**src/rtl/alu_pkg.sv**
```systemverilog
// Shared definitions for the sequential ALU: opcodes, FSM states and the status flag bundle.
package alu_pkg;

    localparam logic [2:0] OP_SUB  = 3'b000;
    localparam logic [2:0] OP_ADD  = 3'b001;
    localparam logic [2:0] OP_AND  = 3'b010;
    localparam logic [2:0] OP_OR   = 3'b011;
    localparam logic [2:0] OP_XOR  = 3'b100;
    localparam logic [2:0] OP_SLT  = 3'b101;
    localparam logic [2:0] OP_MUL  = 3'b110;
    localparam logic [2:0] OP_RSVD = 3'b111;

    typedef enum logic [1:0] {
        S_IDLE = 2'd0,
        S_MUL  = 2'd1,
        S_DONE = 2'd2
    } state_t;

    typedef struct packed {
        logic zero;
        logic carry;
        logic overflow;
        logic negative;
    } flags_t;

endpackage

```
**src/rtl/alu_mul_serial.sv**
```systemverilog
// Serial shift-add multiplier: one multiplier bit per cycle, WIDTH cycles per product.
module alu_mul_serial #(
    parameter int WIDTH = 8
) (
    input  logic                 clock,
    input  logic                 reset,
    input  logic                 start,
    input  logic [WIDTH-1:0]     multiplicand,
    input  logic [WIDTH-1:0]     multiplier,
    output logic                 busy,
    output logic                 done,
    output logic [2*WIDTH-1:0]   product
);

    localparam int CW = $clog2(WIDTH + 1);

    logic [2*WIDTH-1:0] r_mcand;
    logic [WIDTH-1:0]   r_mplier;
    logic [2*WIDTH-1:0] r_acc;
    logic [CW-1:0]      r_count;
    logic               r_busy;
    logic [2*WIDTH-1:0] w_acc_next;

    assign w_acc_next = r_mplier[0] ? (r_acc + r_mcand) : r_acc;

    always_ff @(posedge clock) begin
        if (reset) begin
            r_mcand  <= '0;
            r_mplier <= '0;
            r_acc    <= '0;
            r_count  <= '0;
            r_busy   <= 1'b0;
        end else if (start) begin
            r_mcand  <= {{WIDTH{1'b0}}, multiplicand};
            r_mplier <= multiplier;
            r_acc    <= '0;
            r_count  <= CW'(WIDTH);
            r_busy   <= 1'b1;
        end else if (r_busy) begin
            r_acc    <= w_acc_next;
            r_mcand  <= r_mcand << 1;
            r_mplier <= r_mplier >> 1;
            r_count  <= r_count - CW'(1);
            if (r_count == CW'(1)) begin
                r_busy <= 1'b0;
            end
        end
    end

    // The final step's sum is exposed directly so the caller can register it on the same edge.
    assign busy    = r_busy;
    assign done    = r_busy && (r_count == CW'(1));
    assign product = w_acc_next;

endmodule

```
**src/rtl/alu_seq.sv**
```systemverilog
// Registered ALU with valid/ready in and out: single-cycle arithmetic/logic ops plus a serial multiply.
module alu_seq
    import alu_pkg::*;
#(
    parameter int WIDTH = 8
) (
    input  logic             clock,
    input  logic             reset,
    input  logic             inValid,
    output logic             inReady,
    input  logic [WIDTH-1:0] inputA,
    input  logic [WIDTH-1:0] inputB,
    input  logic [2:0]       opcode,
    output logic             outValid,
    input  logic             outReady,
    output logic [WIDTH-1:0] register,
    output logic             zero,
    output logic             carry,
    output logic             overflow,
    output logic             negative
);

    state_t             r_state;
    state_t             w_state_next;
    logic [WIDTH-1:0]   r_result;
    flags_t             r_flags;

    logic               w_accept;
    logic               w_load;
    logic               w_mul_start;
    logic [WIDTH-1:0]   w_result_next;
    flags_t             w_flags_next;

    logic [WIDTH-1:0]   w_b_eff;
    logic [WIDTH:0]     w_addsub;
    logic               w_addsub_ovf;
    logic [WIDTH-1:0]   w_and;
    logic [WIDTH-1:0]   w_or;
    logic [WIDTH-1:0]   w_xor;
    logic [WIDTH-1:0]   w_op_result;
    logic               w_op_carry;
    logic               w_op_ovf;

    logic               w_mul_busy;
    logic               w_mul_done;
    logic [2*WIDTH-1:0] w_product;

    // Opcode bit 0 selects add (1) or subtract (0) on the shared WIDTH+1 bit adder.
    assign w_b_eff      = opcode[0] ? inputB : ~inputB;
    assign w_addsub     = {1'b0, inputA} + {1'b0, w_b_eff} + {{WIDTH{1'b0}}, ~opcode[0]};
    assign w_addsub_ovf = (inputA[WIDTH-1] == w_b_eff[WIDTH-1]) &&
                          (w_addsub[WIDTH-1] != inputA[WIDTH-1]);

    for (genvar gi = 0; gi < WIDTH; gi++) begin : g_logic
        assign w_and[gi] = inputA[gi] & inputB[gi];
        assign w_or[gi]  = inputA[gi] | inputB[gi];
        assign w_xor[gi] = inputA[gi] ^ inputB[gi];
    end

    always_comb begin
        w_op_result = '0;
        w_op_carry  = 1'b0;
        w_op_ovf    = 1'b0;
        case (opcode)
            OP_SUB, OP_ADD: begin
                w_op_result = w_addsub[WIDTH-1:0];
                w_op_carry  = w_addsub[WIDTH];
                w_op_ovf    = w_addsub_ovf;
            end
            OP_AND:  w_op_result = w_and;
            OP_OR:   w_op_result = w_or;
            OP_XOR:  w_op_result = w_xor;
            OP_SLT:  w_op_result = {{(WIDTH-1){1'b0}}, ($signed(inputA) < $signed(inputB))};
            default: w_op_result = '0;
        endcase
    end

    assign inReady  = !reset && ((r_state == S_IDLE) || ((r_state == S_DONE) && outReady));
    assign w_accept = inValid && inReady;

    alu_mul_serial #(
        .WIDTH(WIDTH)
    ) u_mul (
        .clock        (clock),
        .reset        (reset),
        .start        (w_mul_start),
        .multiplicand (inputA),
        .multiplier   (inputB),
        .busy         (w_mul_busy),
        .done         (w_mul_done),
        .product      (w_product)
    );

    always_comb begin
        w_state_next           = r_state;
        w_load                 = 1'b0;
        w_mul_start            = 1'b0;
        w_result_next          = w_op_result;
        w_flags_next           = '0;
        w_flags_next.carry     = w_op_carry;
        w_flags_next.overflow  = w_op_ovf;
        case (r_state)
            S_IDLE, S_DONE: begin
                if (w_accept) begin
                    if (opcode == OP_MUL) begin
                        w_mul_start  = 1'b1;
                        w_state_next = S_MUL;
                    end else begin
                        w_load       = 1'b1;
                        w_state_next = S_DONE;
                    end
                end else if ((r_state == S_DONE) && outReady) begin
                    w_state_next = S_IDLE;
                end
            end
            S_MUL: begin
                if (w_mul_busy && w_mul_done) begin
                    w_load                = 1'b1;
                    w_result_next         = w_product[WIDTH-1:0];
                    w_flags_next.carry    = 1'b0;
                    w_flags_next.overflow = |w_product[2*WIDTH-1:WIDTH];
                    w_state_next          = S_DONE;
                end
            end
            default: w_state_next = S_IDLE;
        endcase
        w_flags_next.zero     = (w_result_next == '0);
        w_flags_next.negative = w_result_next[WIDTH-1];
    end

    always_ff @(posedge clock) begin
        if (reset) begin
            r_state  <= S_IDLE;
            r_result <= '0;
            r_flags  <= '0;
        end else begin
            r_state <= w_state_next;
            if (w_load) begin
                r_result <= w_result_next;
                r_flags  <= w_flags_next;
            end
        end
    end

    assign outValid = (r_state == S_DONE);
    assign register = r_result;
    assign zero     = r_flags.zero;
    assign carry    = r_flags.carry;
    assign overflow = r_flags.overflow;
    assign negative = r_flags.negative;

endmodule

```
**config.mk**
```make
export PLATFORM = sky130hd
export DESIGN_NAME = alu_seq
export DESIGN_NICKNAME = d
export VERILOG_FILES = /design/src/rtl/alu_pkg.sv /design/src/rtl/alu_mul_serial.sv /design/src/rtl/alu_seq.sv
export SDC_FILE = /design/constraint.sdc
export NUM_CORES = 1
export LEC_CHECK = 0
export BUFFER_PORTS_ARGS = -buffer_cell sky130_fd_sc_hd__buf_2
export CAP_MARGIN = 20
export CORE_UTILIZATION = 35
export DETAILED_ROUTE_END_ITERATION = 12
export SLEW_MARGIN = 15
export SYNTH_ARGS = -nofsm -noshare
export SYNTH_HDL_FRONTEND = slang
export SYNTH_HIERARCHICAL = 1
export SYNTH_SLANG_ARGS = --single-unit
```
**constraint.sdc**
```tcl
create_clock -name clock -period 7.8 [get_ports clock]
set_clock_uncertainty 0.1 [all_clocks]
set_input_delay 0.78 -clock clock [delete_from_list [all_inputs] [get_ports clock]]
set_output_delay 0.78 -clock clock [all_outputs]
set_load 0.05 [all_outputs]
```
==> results.json <==
{
  "synth_cells": 532,
  "die-area_sq_um": 12910,
  "nets": 629,
  "slew_violations": 0,
  "synth_mux_area_frac": 0.09701,
  "slew_headroom": 0.4302,
  "grt_max_degree": 43,
  "hold_start": "register[2]",
  "ys_top_cells_by_count": "nor2_1 (80), a21oi_1 (64), dfxtp_1 (58)",
  "grt_pass1_vias": 3612,
  "drive_gt1_frac": 0.1462,
  "status": "finished, final reports clean",
  "fmax_mhz": 291.8,
  "vdd_drop_max_uv": 91.67,
  "drt_pass1_iterations": 7,
  "grt_overflow": 0,
  "antenna_found_initial": 0,
  "hold_ws_ps": 345.4,
  "synth_top_family_by_area": "compound AO/OA/AOI/OAI gates",
  "post_cts_buffers": 0,
  "p_leak_nw": 2.103,
  "post_synth_fa_ha_maj_area_fraction": 0.1470,
  "setup_violations": 0,
  "timing_hold_violations_final": 0,
  "die_w_um": 113.6,
  "insertion_delay_ps": 340,
  "synth_edf_count": 0,
  "worst-r2r-cell-count": 13,
  "layout.cells.non_filler": 729,
  "post_cts_resized": 0,
  "required_ps": 7980,
  "synthSimpleGateAreaFrac": 0.1892,
  "rows": 40,
  "via_count": 3841,
  "tritoncts": "yes",
  "ctsHoldBuffers": 0,
  "max_cap_violations": 0,
  "min_path_cells": 2,
  "ys_types": 63,
  "grt_pass1_wl_um": 18140,
  "synth_compound_area_frac": 0.1972,
  "postSynthNetCount": 605,
  "routed_wl_um": 11040,
  "rsz0062_at_grt": "no",
  "async_reset_ff_frac": 0,
  "fillers": 1235,
  "ios": 37,
  "synth_top_flop_cell": "dfxtp_1",
  "grt_use_total": 0.1794,
  "antenna_cells": 0,
  "cts.sinks": 58,
  "fin_crit_ps": 3426,
  "ys_seq_area_frac": 0.2664,
  "cts_buffer_depth": 2,
  "die_h_um": 113.6,
  "hold_path_end": "register[2]",
  "yosysTopAreaCell": "dfxtp_1",
  "synth_xor_area_frac": 0.05626,
  "ys_top_cells_by_area": "dfxtp_1 (27%), ha_1 (14%), a21oi_1 (7.3%), mux2i_1 (7.1%), nor2_1 (6.9%)",
  "port_buffers": 36,
  "worstPathArrival_ps": 3600,
  "min_path_type": "reg -> reg",
  "area_growth_pct": 14.12,
  "wl_per_cell_um": 15.14,
  "yosys_warnings": 6,
  "dp.cells": 712,
  "worstSetupStartpointType": "primary input",
  "syn_area_sq_um": 4359,
  "cp-end-kind": "flip-flop",
  "synth.most_common_cell": "nor2_1",
  "start_util": 0.3614,
  "root_buffer": "clkbuf_16",
  "place_hpwl_um": 8048,
  "drcViolationCount": 0,
  "r2r_start": "u_mul/r_mcand[0]",
  "first_iter_violations": 258,
  "tns_ps": 0,
  "cts_made_buffers": 9,
  "post-route-period-util": 0.4393,
  "synth_top_area_share": 0.2664,
  "ys_ff_latch": 58,
  "ant_nets": 0,
  "worst_pin_slew_ps": 851.0,
  "reg2reg_to": "overflow",
  "routabilityCongestion": 0.8457,
  "clk_pin_slew_ps": 60,
  "viasPerCell": 5.269,
  "worstSetupPathType": "in -> reg",
  "syn_avg_cell_area_sq_um": 8.194,
  "rrSetupSlack_ps": 4470,
  "htreeDepth": 3,
  "crit_path_max_fanout": 25,
  "p_per_area_nw_per_um2": 171.1,
  "coreArea_sq_um": 12060
}
==> worst max path at each step <==
stage	cells past startpoint	startpoint	slack, ps	end
final	10	opcode[0]	4370	zero
after global routing	13	u_mul/r_mcand[0]	4080	overflow
after CTS	8	u_mul/busy	3940	zero
after detailed placement	8	u_mul/busy	3960	zero
after global placement	8	u_mul/busy	4080	zero
after floorplan	11	opcode[0]	4130	zero
==> critical path, cell delays in order <==
cell,delay (ps)
buf_2,430
xnor2_1,190
ha_1,310
a21oi_1,320
o31ai_4,140
xnor2_1,150
a221o_1,340
or4_1,490
or3_1,310
o21ai_1,130
==> placed cells by master (no fill, tap or decap), drive strengths merged, types with 2 or more instances in the layout <==
master,instances
buf,39
o21bai,2
inv,25
a221oi,3
a21o,5
nand2b,2
o211ai,5
xnor2,19
nor2,80
nor3b,6
a221o,2
nand3b,3
a22oi,3
and3,2
a2bb2oi,2
o21a,2
clkinv,2
nor2b,12
a31o,2
a31oi,3
xor2,9
or2,2
or4,4
ha,48
nor3,8
o31ai,3
fa,2
a211oi,6
o21ai,18
mux2i,31
nand3,10
clkbuf,12
a21oi,68
nor4,5
nand2,30
dfxtp,58
mux2,10
a2111oi,3
==> per-layer routing <==
layer | up-vias | global-route usage | part of all wire
li1 | 1937 | - | -
met3 | 22 | 0.04357 | 0.039
met4 | 0 | 0.06491 | 0.017
met2 | 91 | 0.2715 | 0.45
met5 | - | 0 | 0
met1 | 1791 | 0.2466 | 0.49
==> registers in the layout, indices dropped and copies added (netlist names) <==
name / count
u_mul/r_acc: 16
u_mul/busy: 1
r_state: 2
zero: 1
u_mul/r_mcand: 16
u_mul/r_count: 4
carry: 1
register: 8
overflow: 1
u_mul/r_mplier: 8
==> through the flow <==
step                power, mW  cell area [sq um]  utilization  worst slack, ps
floorplan              0.4116               4359            -             4134
global placement       0.4484               4657       0.3861             4082
detailed placement     0.4509               4657       0.3861             3963
CTS                    0.8574               4955       0.4108             3937
global route           0.8868               4975       0.4124             4080
finish                 0.8511               4975       0.4124             4374
==> kinds of logic after synthesis <==
group	Yosys count
DFF	58
AOI/OAI and AO/OA	133
muxes	41
buffers and inverters	51
adders and majority gates	50
xor gates and xnor gates	28
and+or+nand+nor	171
==> power by group <==
part / leakage (nW) / internal (mW) / switching [mW]
registers: 0.469 / 0.302 / 0.00409
clock network: 0.143 / 0.256 / 0.149
logic: 1.49 / 0.0517 / 0.0891
total: 2.10 / 0.609 / 0.242
==> layout make-up <==
class | count | area (sq um) | share of cell area
clock buffer | 12 | 246.5 | 0.04955
clock inverter | 4 | 51.30 | 0.01031
inverter | 25 | 93.84 | 0.01886
multi-input combinational | 423 | 2995 | 0.6021
sequential | 58 | 1162 | 0.2337
tap | 168 | 210.2 | 0.04225
timing repair buffer | 39 | 215.2 | 0.04326
No activity file was read; power rests on OpenSTA's default activity.
